`src/rtl/mac_array_engine_if.sv`:
```
// Streaming bus for mac_array_engine: the activation/weight beat input and the result output.
// The engine connects through the slave modport and its feeder through the master modport.
interface mac_array_engine_if #(
    parameter int LANES = 4,
    parameter int ACC_W = 24
);
    logic                     in_valid;
    logic                     in_ready;
    logic [8*LANES-1:0]       activations;
    logic [8*LANES-1:0]       weights;
    logic                     out_valid;
    logic                     out_ready;
    logic [ACC_W*LANES-1:0]   out_data;

    modport slave (
        input  in_valid, activations, weights, out_ready,
        output in_ready, out_valid, out_data
    );

    modport master (
        output in_valid, activations, weights, out_ready,
        input  in_ready, out_valid, out_data
    );
endinterface

```
`src/rtl/mac_array_engine.sv`:
```
// Multi-lane precision-scalable MAC engine (2b/4b/8b sum-together) with batch accumulation.
// Optional macro MAC_ARRAY_SATURATE_EN: signed saturating accumulation plus a sticky per-lane ovf output.
module mac_array_engine #(
    parameter int LANES = 4,
    parameter int ACC_W = 24
) (
    input  logic        clk,
    input  logic        nrst,
    input  logic        start,
    input  logic [7:0]  batch_size,
    input  logic [1:0]  mode,
    input  logic        sx,
    input  logic        sy,
    output logic        busy,
`ifdef MAC_ARRAY_SATURATE_EN
    output logic [LANES-1:0] ovf,
`endif
    mac_array_engine_if.slave bus
);

    typedef enum logic [1:0] {S_IDLE, S_RUN, S_DRAIN, S_DONE} state_t;

    state_t                         state_q, state_d;
    logic [7:0]                     cnt_q, cnt_d;
    logic [7:0]                     bsize_q, bsize_d;
    logic [1:0]                     mode_q, mode_d;
    logic                           sx_q, sx_d;
    logic                           sy_q, sy_d;
    logic [8*LANES-1:0]             opx_q, opx_d;
    logic [8*LANES-1:0]             opy_q, opy_d;
    logic [LANES-1:0][ACC_W-1:0]    acc_q, acc_d;
    logic [LANES-1:0][ACC_W-1:0]    res_q, res_d;
    logic                           out_valid_q, out_valid_d;
`ifdef MAC_ARRAY_SATURATE_EN
    logic [LANES-1:0]               ovf_q, ovf_d;
`endif

    logic in_ready;
    logic accept;

    // Sum of sub-field products for one lane; sub-fields sign-extended per xs/ys, mode 3 behaves as 8b.
    function automatic logic signed [17:0] lane_sum(input logic [7:0] x, input logic [7:0] y,
                                                    input logic [1:0] m, input logic xs,
                                                    input logic ys);
        logic signed [17:0] xe, ye, s;
        s = '0;
        case (m)
            2'd0: begin
                for (int k = 0; k < 4; k++) begin
                    xe = {{16{xs & x[2*k+1]}}, x[2*k +: 2]};
                    ye = {{16{ys & y[2*k+1]}}, y[2*k +: 2]};
                    s  = s + xe * ye;
                end
            end
            2'd1: begin
                for (int k = 0; k < 2; k++) begin
                    xe = {{14{xs & x[4*k+3]}}, x[4*k +: 4]};
                    ye = {{14{ys & y[4*k+3]}}, y[4*k +: 4]};
                    s  = s + xe * ye;
                end
            end
            default: begin
                xe = {{10{xs & x[7]}}, x};
                ye = {{10{ys & y[7]}}, y};
                s  = xe * ye;
            end
        endcase
        return s;
    endfunction

    assign in_ready        = (state_q == S_RUN) && (cnt_q < bsize_q);
    assign accept          = bus.in_valid && in_ready;
    assign bus.in_ready    = in_ready;
    assign bus.out_valid   = out_valid_q;
    assign bus.out_data    = res_q;
    assign busy            = (state_q != S_IDLE);
`ifdef MAC_ARRAY_SATURATE_EN
    assign ovf             = ovf_q;
`endif

    always_comb begin
        logic signed [17:0]   ls;
        logic [ACC_W-1:0]     ext;
        logic [ACC_W:0]       wide;

        // NOTE: every *_d gets a default before any branch so no path leaves it unassigned (no latches).
        state_d     = state_q;
        cnt_d       = cnt_q;
        bsize_d     = bsize_q;
        mode_d      = mode_q;
        sx_d        = sx_q;
        sy_d        = sy_q;
        opx_d       = '0;
        opy_d       = '0;
        res_d       = res_q;
        out_valid_d = out_valid_q;
`ifdef MAC_ARRAY_SATURATE_EN
        ovf_d       = ovf_q;
`endif
        ls   = '0;
        ext  = '0;
        wide = '0;

        // The operand register holds zero on idle cycles, so this stage adds 0 then.
        for (int i = 0; i < LANES; i++) begin
            ls   = lane_sum(opx_q[8*i +: 8], opy_q[8*i +: 8], mode_q, sx_q, sy_q);
            ext  = ACC_W'(ls);
`ifdef MAC_ARRAY_SATURATE_EN
            wide = {acc_q[i][ACC_W-1], acc_q[i]} + {ext[ACC_W-1], ext};
            if (wide[ACC_W] != wide[ACC_W-1]) begin
                acc_d[i] = wide[ACC_W] ? {1'b1, {(ACC_W-1){1'b0}}} : {1'b0, {(ACC_W-1){1'b1}}};
                ovf_d[i] = 1'b1;
            end else begin
                acc_d[i] = wide[ACC_W-1:0];
            end
`else
            wide     = {1'b0, acc_q[i]} + {1'b0, ext};
            acc_d[i] = wide[ACC_W-1:0];
`endif
        end

        case (state_q)
            S_IDLE: begin
                if (start) begin
                    bsize_d = batch_size;
                    mode_d  = mode;
                    sx_d    = sx;
                    sy_d    = sy;
                    cnt_d   = '0;
                    acc_d   = '0;
`ifdef MAC_ARRAY_SATURATE_EN
                    ovf_d   = '0;
`endif
                    state_d = (batch_size == 8'd0) ? S_DONE : S_RUN;
                end
            end
            S_RUN: begin
                if (accept) begin
                    opx_d = bus.activations;
                    opy_d = bus.weights;
                    cnt_d = cnt_q + 8'd1;
                    if (cnt_q + 8'd1 == bsize_q) state_d = S_DRAIN;
                end
            end
            S_DRAIN: begin
                state_d = S_DONE;
            end
            S_DONE: begin
                // First DONE cycle loads the result register; afterwards it holds until handshake.
                if (!out_valid_q) begin
                    out_valid_d = 1'b1;
                    res_d       = acc_q;
                end else if (bus.out_ready) begin
                    out_valid_d = 1'b0;
                    state_d     = S_IDLE;
                end
            end
            default: state_d = S_IDLE;
        endcase
    end

    // NOTE: sequential state uses non-blocking assignments only, so all flops update together at the edge.
    always_ff @(posedge clk) begin
        if (!nrst) begin
            state_q     <= S_IDLE;
            cnt_q       <= '0;
            bsize_q     <= '0;
            mode_q      <= '0;
            sx_q        <= 1'b0;
            sy_q        <= 1'b0;
            opx_q       <= '0;
            opy_q       <= '0;
            acc_q       <= '0;
            res_q       <= '0;
            out_valid_q <= 1'b0;
`ifdef MAC_ARRAY_SATURATE_EN
            ovf_q       <= '0;
`endif
        end else begin
            state_q     <= state_d;
            cnt_q       <= cnt_d;
            bsize_q     <= bsize_d;
            mode_q      <= mode_d;
            sx_q        <= sx_d;
            sy_q        <= sy_d;
            opx_q       <= opx_d;
            opy_q       <= opy_d;
            acc_q       <= acc_d;
            res_q       <= res_d;
            out_valid_q <= out_valid_d;
`ifdef MAC_ARRAY_SATURATE_EN
            ovf_q       <= ovf_d;
`endif
        end
    end

endmodule

```
`src/flat_wrapper.sv`:
```
// flat-port wrapper written by rule: the top's interface ports become plain ports
module mac_array_engine_flat 
#(
    parameter int LANES = 4,
    parameter int ACC_W = 24
)
  (clk, nrst, start, batch_size, mode, sx, sy, busy, bus_in_valid, bus_activations, bus_weights, bus_out_ready, bus_in_ready, bus_out_valid, bus_out_data);
  mac_array_engine_if #(.LANES(LANES), .ACC_W(ACC_W)) bus_i ();
  input  logic clk;
  input  logic nrst;
  input  logic start;
  input  logic [7:0] batch_size;
  input  logic [1:0] mode;
  input  logic sx;
  input  logic sy;
  output logic busy;
  input wire logic [$bits(bus_i.in_valid)-1:0] bus_in_valid;
  input wire logic [$bits(bus_i.activations)-1:0] bus_activations;
  input wire logic [$bits(bus_i.weights)-1:0] bus_weights;
  input wire logic [$bits(bus_i.out_ready)-1:0] bus_out_ready;
  output wire logic [$bits(bus_i.in_ready)-1:0] bus_in_ready;
  output wire logic [$bits(bus_i.out_valid)-1:0] bus_out_valid;
  output wire logic [$bits(bus_i.out_data)-1:0] bus_out_data;
  assign bus_i.in_valid = bus_in_valid;
  assign bus_i.activations = bus_activations;
  assign bus_i.weights = bus_weights;
  assign bus_i.out_ready = bus_out_ready;
  assign bus_in_ready = bus_i.in_ready;
  assign bus_out_valid = bus_i.out_valid;
  assign bus_out_data = bus_i.out_data;
  mac_array_engine #(.LANES(LANES), .ACC_W(ACC_W)) u_core (.clk(clk), .nrst(nrst), .start(start), .batch_size(batch_size), .mode(mode), .sx(sx), .sy(sy), .busy(busy), .bus(bus_i));
endmodule
```
`config.mk`:
```
export PLATFORM = sky130hd
export DESIGN_NAME = mac_array_engine_flat
export DESIGN_NICKNAME = d
export VERILOG_FILES = /design/src/rtl/mac_array_engine_if.sv /design/src/rtl/mac_array_engine.sv /design/src/flat_wrapper.sv
export SDC_FILE = /design/constraint.sdc
export NUM_CORES = 2
export LEC_CHECK = 0
export BUFFER_PORTS_ARGS = -buffer_cell sky130_fd_sc_hd__buf_2
export CELL_PAD_IN_SITES_DETAIL_PLACEMENT = 0
export CELL_PAD_IN_SITES_GLOBAL_PLACEMENT = 1
export CORE_UTILIZATION = 54
export CTS_BUF_LIST = sky130_fd_sc_hd__clkbuf_8
export DETAILED_ROUTE_END_ITERATION = 12
export GPL_ROUTABILITY_DRIVEN = 0
export GPL_TIMING_DRIVEN = 0
export PLACE_DENSITY = 0.93
export SLEW_MARGIN = 20
export SYNTH_ARGS = -nofsm -noshare
export SYNTH_HDL_FRONTEND = slang
export SYNTH_SLANG_ARGS = --single-unit
```
`constraint.sdc`:
```
create_clock -name clk -period 15.7 [get_ports clk]
set_clock_uncertainty 0.2 [all_clocks]
set_input_delay 1.57 -clock clk [delete_from_list [all_inputs] [get_ports clk]]
set_output_delay 1.57 -clock clk [all_outputs]
set_load 0.005 [all_outputs]
```
[Word-level counts from Yosys, hierarchy flattened]
Cells that the tools add are included.
Storage, ports and cells
  logic and storage cells: 140
  register bits: 279
  input port bits: 81
Operators by class
  reduce and logical (&&, ||, !) cells: 12
  multipliers: 28
  muxes and demuxes: 18
  $lt $le $gt $ge: 1
  bitwise gates (word level): 33
  $add $sub $neg: 21
  equal/unequal tests: 10
Operator list (count)
  adder 18 bit: 16
  two-way mux 96 bit: 2
  case mux 18 bit (2 select lines): 4
  adder 24 bit: 4
  multiplier 3 x 3 -> 6 bit: 16
  multiplier 5 x 5 -> 10 bit: 8
  multiplier 9 x 9 -> 18 bit: 4
  AND 1 bit: 32
  two-way mux 8 bit: 2
  case mux 8 bit (2 select lines): 1
  two-way mux 2 bit: 6
  adder 8 x 1 -> 8 bit, second input constant: 1
  == test 8 bit: 1
  logical NOT 8 bit: 1
  less-than comparator 8 bit: 1
  case mux 2 bit (4 select lines): 1
  inequality test 2 bit, second input constant: 3
  AND reduction 3 bit: 2
  AND reduction 5 bit: 1
  == test 2 x 1 -> 1 bit, second input constant: 2
  == test 2 bit, second input constant: 2
  logical NOT 2 bit: 2
  inequality test 2 x 1 -> 1 bit, second input constant: 2
  AND reduction 2 bit: 2
  4 further kinds: 7

[Logic depth before layout (Yosys ltp)]
  word-level depth: 9
  depth in mapped cells: 36
  depth with buffers taken out: 34

[Worst setup path after synthesis]
No wires, ideal clock.
  path kind: reg-to-reg
  from: register u_core.sy_q
  to: register u_core.acc_q[44] (netlist name)
  path buffers: 2
  setup time: 0.128 ns
  clock period less this slack: 7.790 ns
  arrival time: 7.463 ns
  path slack: 7.910 ns
  stages on the path, launching flop included: 31
  path through: dfxtp_1 -> clkbuf_1 -> clkbuf_1 -> nand2_1 -> or2_2 -> fa_1 -> inv_1 -> fa_1 -> ha_1 -> fa_1 -> xnor2_1 -> xnor2_1 -> fa_1 -> fa_1 -> inv_1 -> ha_1 -> o21ai_0 -> nand2b_1 -> a211o_1 -> fa_1 -> a32oi_1 -> o21ai_0 -> ha_1 -> a211o_1 -> o32ai_1 -> o31ai_1 -> o211ai_1 -> nand2b_1 -> a21oi_1 -> xor2_1 -> nor2_1
Between the ends
  word-level cells in the longest chain between the ends: 9
RTL lines
  from (decl): line mac_array_engine.sv:28  | logic sy_q, sy_d;
  from (signal assigned): line mac_array_engine.sv:185  | sy_q <= sy_d;
  AND 1 bit (on tied branches): line mac_array_engine.sv:51, mac_array_engine.sv:58
  multiplier 3 x 3 -> 6 bit: line mac_array_engine.sv:52  | s = s + xe * ye;
  adder 18 bit (3 in series): line mac_array_engine.sv:52
  case mux 18 bit (2 select lines) *: line mac_array_engine.sv:47  | case (m)
  adder 24 bit *: line mac_array_engine.sv:117  | wide = {1'b0, acc_q[i]} + {1'b0, ext};
  two-way mux 96 bit: line mac_array_engine.sv:124  | if (start) begin
  two-way mux 96 bit *: line mac_array_engine.sv:122  | case (state_q)
  to (signal assigned): line mac_array_engine.sv:173  | acc_q <= '0;
  to (signal assigned): line mac_array_engine.sv:188  | acc_q <= acc_d;
  to (decl): line mac_array_engine.sv:31  | logic [LANES-1:0][ACC_W-1:0] acc_q, acc_d;
Mark *: on every way between the ends. The rest lies on a longest branch, timed or not.
A chain may end at the register's enable or synchronous reset.

[Worst setup path after layout]
  from: register u_core.sx_q
  to: register u_core.acc_q[47] (netlist name)
Between the ends
  word-level cells in the longest chain between the ends: 9
RTL lines
  from (decl): line mac_array_engine.sv:27  | logic sx_q, sx_d;
  from (signal assigned): line mac_array_engine.sv:169  | sx_q <= 1'b0;
  from (signal assigned): line mac_array_engine.sv:184  | sx_q <= sx_d;
  AND 1 bit (on tied branches): line mac_array_engine.sv:50, mac_array_engine.sv:57
  multiplier 3 x 3 -> 6 bit: line mac_array_engine.sv:52
  adder 18 bit (3 in series): line mac_array_engine.sv:52
  case mux 18 bit (2 select lines) *: line mac_array_engine.sv:47
  adder 24 bit *: line mac_array_engine.sv:117
  two-way mux 96 bit: line mac_array_engine.sv:124
  two-way mux 96 bit *: line mac_array_engine.sv:122
Marks and branches as above.

==> qor.yml <==
status: "completed"
drt_iter0_markers: 2090
grt_pass1_wl_um: 168000
max_stage_delay_ps: 910
dr.pass1.iters: 5
area_growth_pct: 7.96
ys_seq_area_share_pct: 14.1
first_global_vias: 31100
synth_edf_count: 0
critical-path-slowest-cell: "clkbuf_1"
dp_cells: 5708
cp_common_cell: "fa_1"
regArea_um2: 5590
ios: 180
maxCapViolations: 0
fillerInstances: 6503
p_leak_nw: 22.2
p_per_area_nw_per_um2: 57.7
multi_input_area_um2: 30300
syn_nets: 5694
synth.avg_cell_area_um2: 8.65
dp_hpwl_um: 90000
fmax_mhz: 97.1
synth_cell_types: 77
tns_ps: 0
critical_path.startpoint: "u_core.sx_q"
cts_resized: 0
critPathMaxFanout: 10
holdWs_ps: 256
rows: 98
synthTopCellsByCount: "inv_1 (848), ha_1 (518), fa_1 (516)"
grt_overflow: 0
synth.top_cell.area_share_pct: 26.1
post_cts_buffers: 0
tritoncts: "yes"
synth_cells: 4579
worstReg2RegStart: "u_core.sx_q"
antenna_found_initial: 5
crit_arrival_ps: 10660
critPathKind: "reg -> reg"
ir_drop_uv: 65.7
required_ps: 16060
cts_hold_buf: 0
final_cells: 5800
core_region_area_um2: 72100
fp.dieW_um: 273
setup_violations: 0
initial_core_util_pct: 55.0
clk_path_buf_depth: 3
drv_slew: 0
ff2ff_setup_slack_ps: 5400
cp-endpoint: "u_core.acc_q[47]"
dieArea_um2: 74500
rsz0062_at_grt: "false"
grt_usage_pct: 29.3
final_area_um2: 42800
ff2ff_path_depth: 29
die_h_um: 273
holdCritPathClass: "reg -> reg"
cts_inserted_buffers: 51
yosysTopAreaCell: "fa_1"
yosysMostFrequentCell: "inv_1"
drc: 0
dpl_cell_area_um2: 41700
maxSlewHeadroom_pct: 17.3
finalHoldViolCount: 0
path_clk_slew_ps: 80
h-tree-depth: 2
tightest_slew_ps: 1240
cts-root-buf: "clkbuf_8"
drtAntennaViolNets: 0
min_period_ps: 10300
yosys_most_used_dff: "dfxtp_1"
cts_sinks: 279
post-route-period-util_pct: 65.6
synthTopCellsByArea: "fa_1 (26%), ha_1 (16%), dfxtp_1 (14%)"
num_vias: 31400
drive_gt1_share_pct: 7.20
finalPower_mw: 2.47
synth-seq-cells: 279
ys_warn_count: 0
reg2reg_to: "u_core.acc_q[47]"
viasPerCell: 5.41
grt_max_degree: 17
finalNetCount: 5926
critPathLaunchType: "flip-flop"
clk_latency_ps: 740
cp-end-kind: "flip-flop"
synth_area_um2: 39600
async_flop_share_pct: 0
portBuffers: 179
avgRoutedWirePerCell_um: 18.6
wl_um: 108000
==> final cells by class <==
type / count / share of cell area (%)
Inverter: 848 / 7.44
Buffer: 148 / 1.31
Tap cell: 950 / 2.78
Antenna cell: 1 / 0.00585
Sequential cell: 279 / 13.1
Clock inverter: 30 / 0.515
Clock buffer: 61 / 1.96
Multi-Input combinational cell: 3304 / 70.8
Timing Repair Buffer: 179 / 2.09
==> kinds of logic after synthesis <==
| family | share of synthesized area (%) |
|---|---|
| compound gates | 12.4 |
| flops | 14.1 |
| xor+xnor | 6.96 |
| mux | 0.278 |
| fa+ha+maj | 42.4 |
| buf+inv | 9.43 |
| simple gates | 14.4 |
==> worst max-delay path, delay by kind of cell, from the launching register on <==
| kind | cells | cell delay (ps) |
|---|---|---|
| simple gates | 5 | 740 |
| flops | 1 | 810 |
| fa+ha+maj | 9 | 4120 |
| compound gates | 8 | 1910 |
| buf+inv | 4 | 1730 |
| xor+xnor | 3 | 560 |
==> registers in the layout (all words and copies together), names as in the netlist <==
name,cells
u_core.bus.out_data,96
u_core.acc_q,96
u_core.bus.out_valid,1
u_core.opx_q,32
u_core.opy_q,32
u_core.sx_q,1
u_core.mode_q,2
u_core.state_q,2
u_core.cnt_q,8
u_core.bsize_q,8
u_core.sy_q,1
==> power breakdown <==
part	internal, mW	leakage (nW)	switching, mW	total [mW]
Combinational	0.300	19.3	0.566	0.866
Clock	0.390	0.600	0.357	0.746
Sequential	0.786	2.26	0.0708	0.857
==> worst min-delay path by stage <==
| stage | startpoint | to | slack (ps) | cells after the start |
|---|---|---|---|---|
| global route | u_core.acc_q[41] | u_core.bus.out_data[41] | 270 | 2 |
| global placement | u_core.bus.out_data[80] | u_core.bus.out_data[80] | 250 | 2 |
| detailed placement | u_core.bus.out_data[77] | u_core.bus.out_data[77] | 250 | 2 |
| finish | u_core.acc_q[41] | u_core.bus.out_data[41] | 260 | 2 |
| CTS | u_core.acc_q[41] | u_core.bus.out_data[41] | 260 | 2 |
| floorplan | u_core.bsize_q[7] | u_core.bsize_q[7] | 240 | 2 |
==> stage by stage <==
| step | util, % | worst slack (ps) |
|---|---|---|
| floorplan | - | 7910 |
| global placement | 57.9 | 5170 |
| detailed placement | 57.9 | 5290 |
| CTS | 59.3 | 5200 |
| global route | 59.3 | 5130 |
| finish | 59.3 | 5400 |
==> cells in the final DEF (no fill, tap or decap), types with 47 or more instances in the layout <==
cell type / netlist / final
a21o_1: 58 / 58
or2_2: 60 / 60
nor3_1: 54 / 54
and2_1: 192 / 192
fa_1: 516 / 516
a21oi_1: 208 / 208
and3_1: 47 / 47
o21ai_0: 104 / 104
xor2_1: 102 / 102
buf_2: 0 / 179
ha_1: 518 / 518
inv_1: 848 / 863
xnor2_1: 213 / 213
clkbuf_8: 0 / 61
nor2_1: 227 / 227
dfxtp_1: 279 / 279
clkbuf_1: 139 / 134
nand2_1: 493 / 493
a21boi_0: 114 / 114
==> metal layers <==
metal  part of all wire, %  track usage, %  up-vias  routed length [um]
li1                      -               -    15000                   -
met2                    45            47.4      992               49000
met5                 0.012               0        -                  13
met4                   3.9            10.7        2                4240
met1                    43            39.7    15200               47000
met3                   7.2            4.29      186                7780
(Power assumes the default switching activity.)
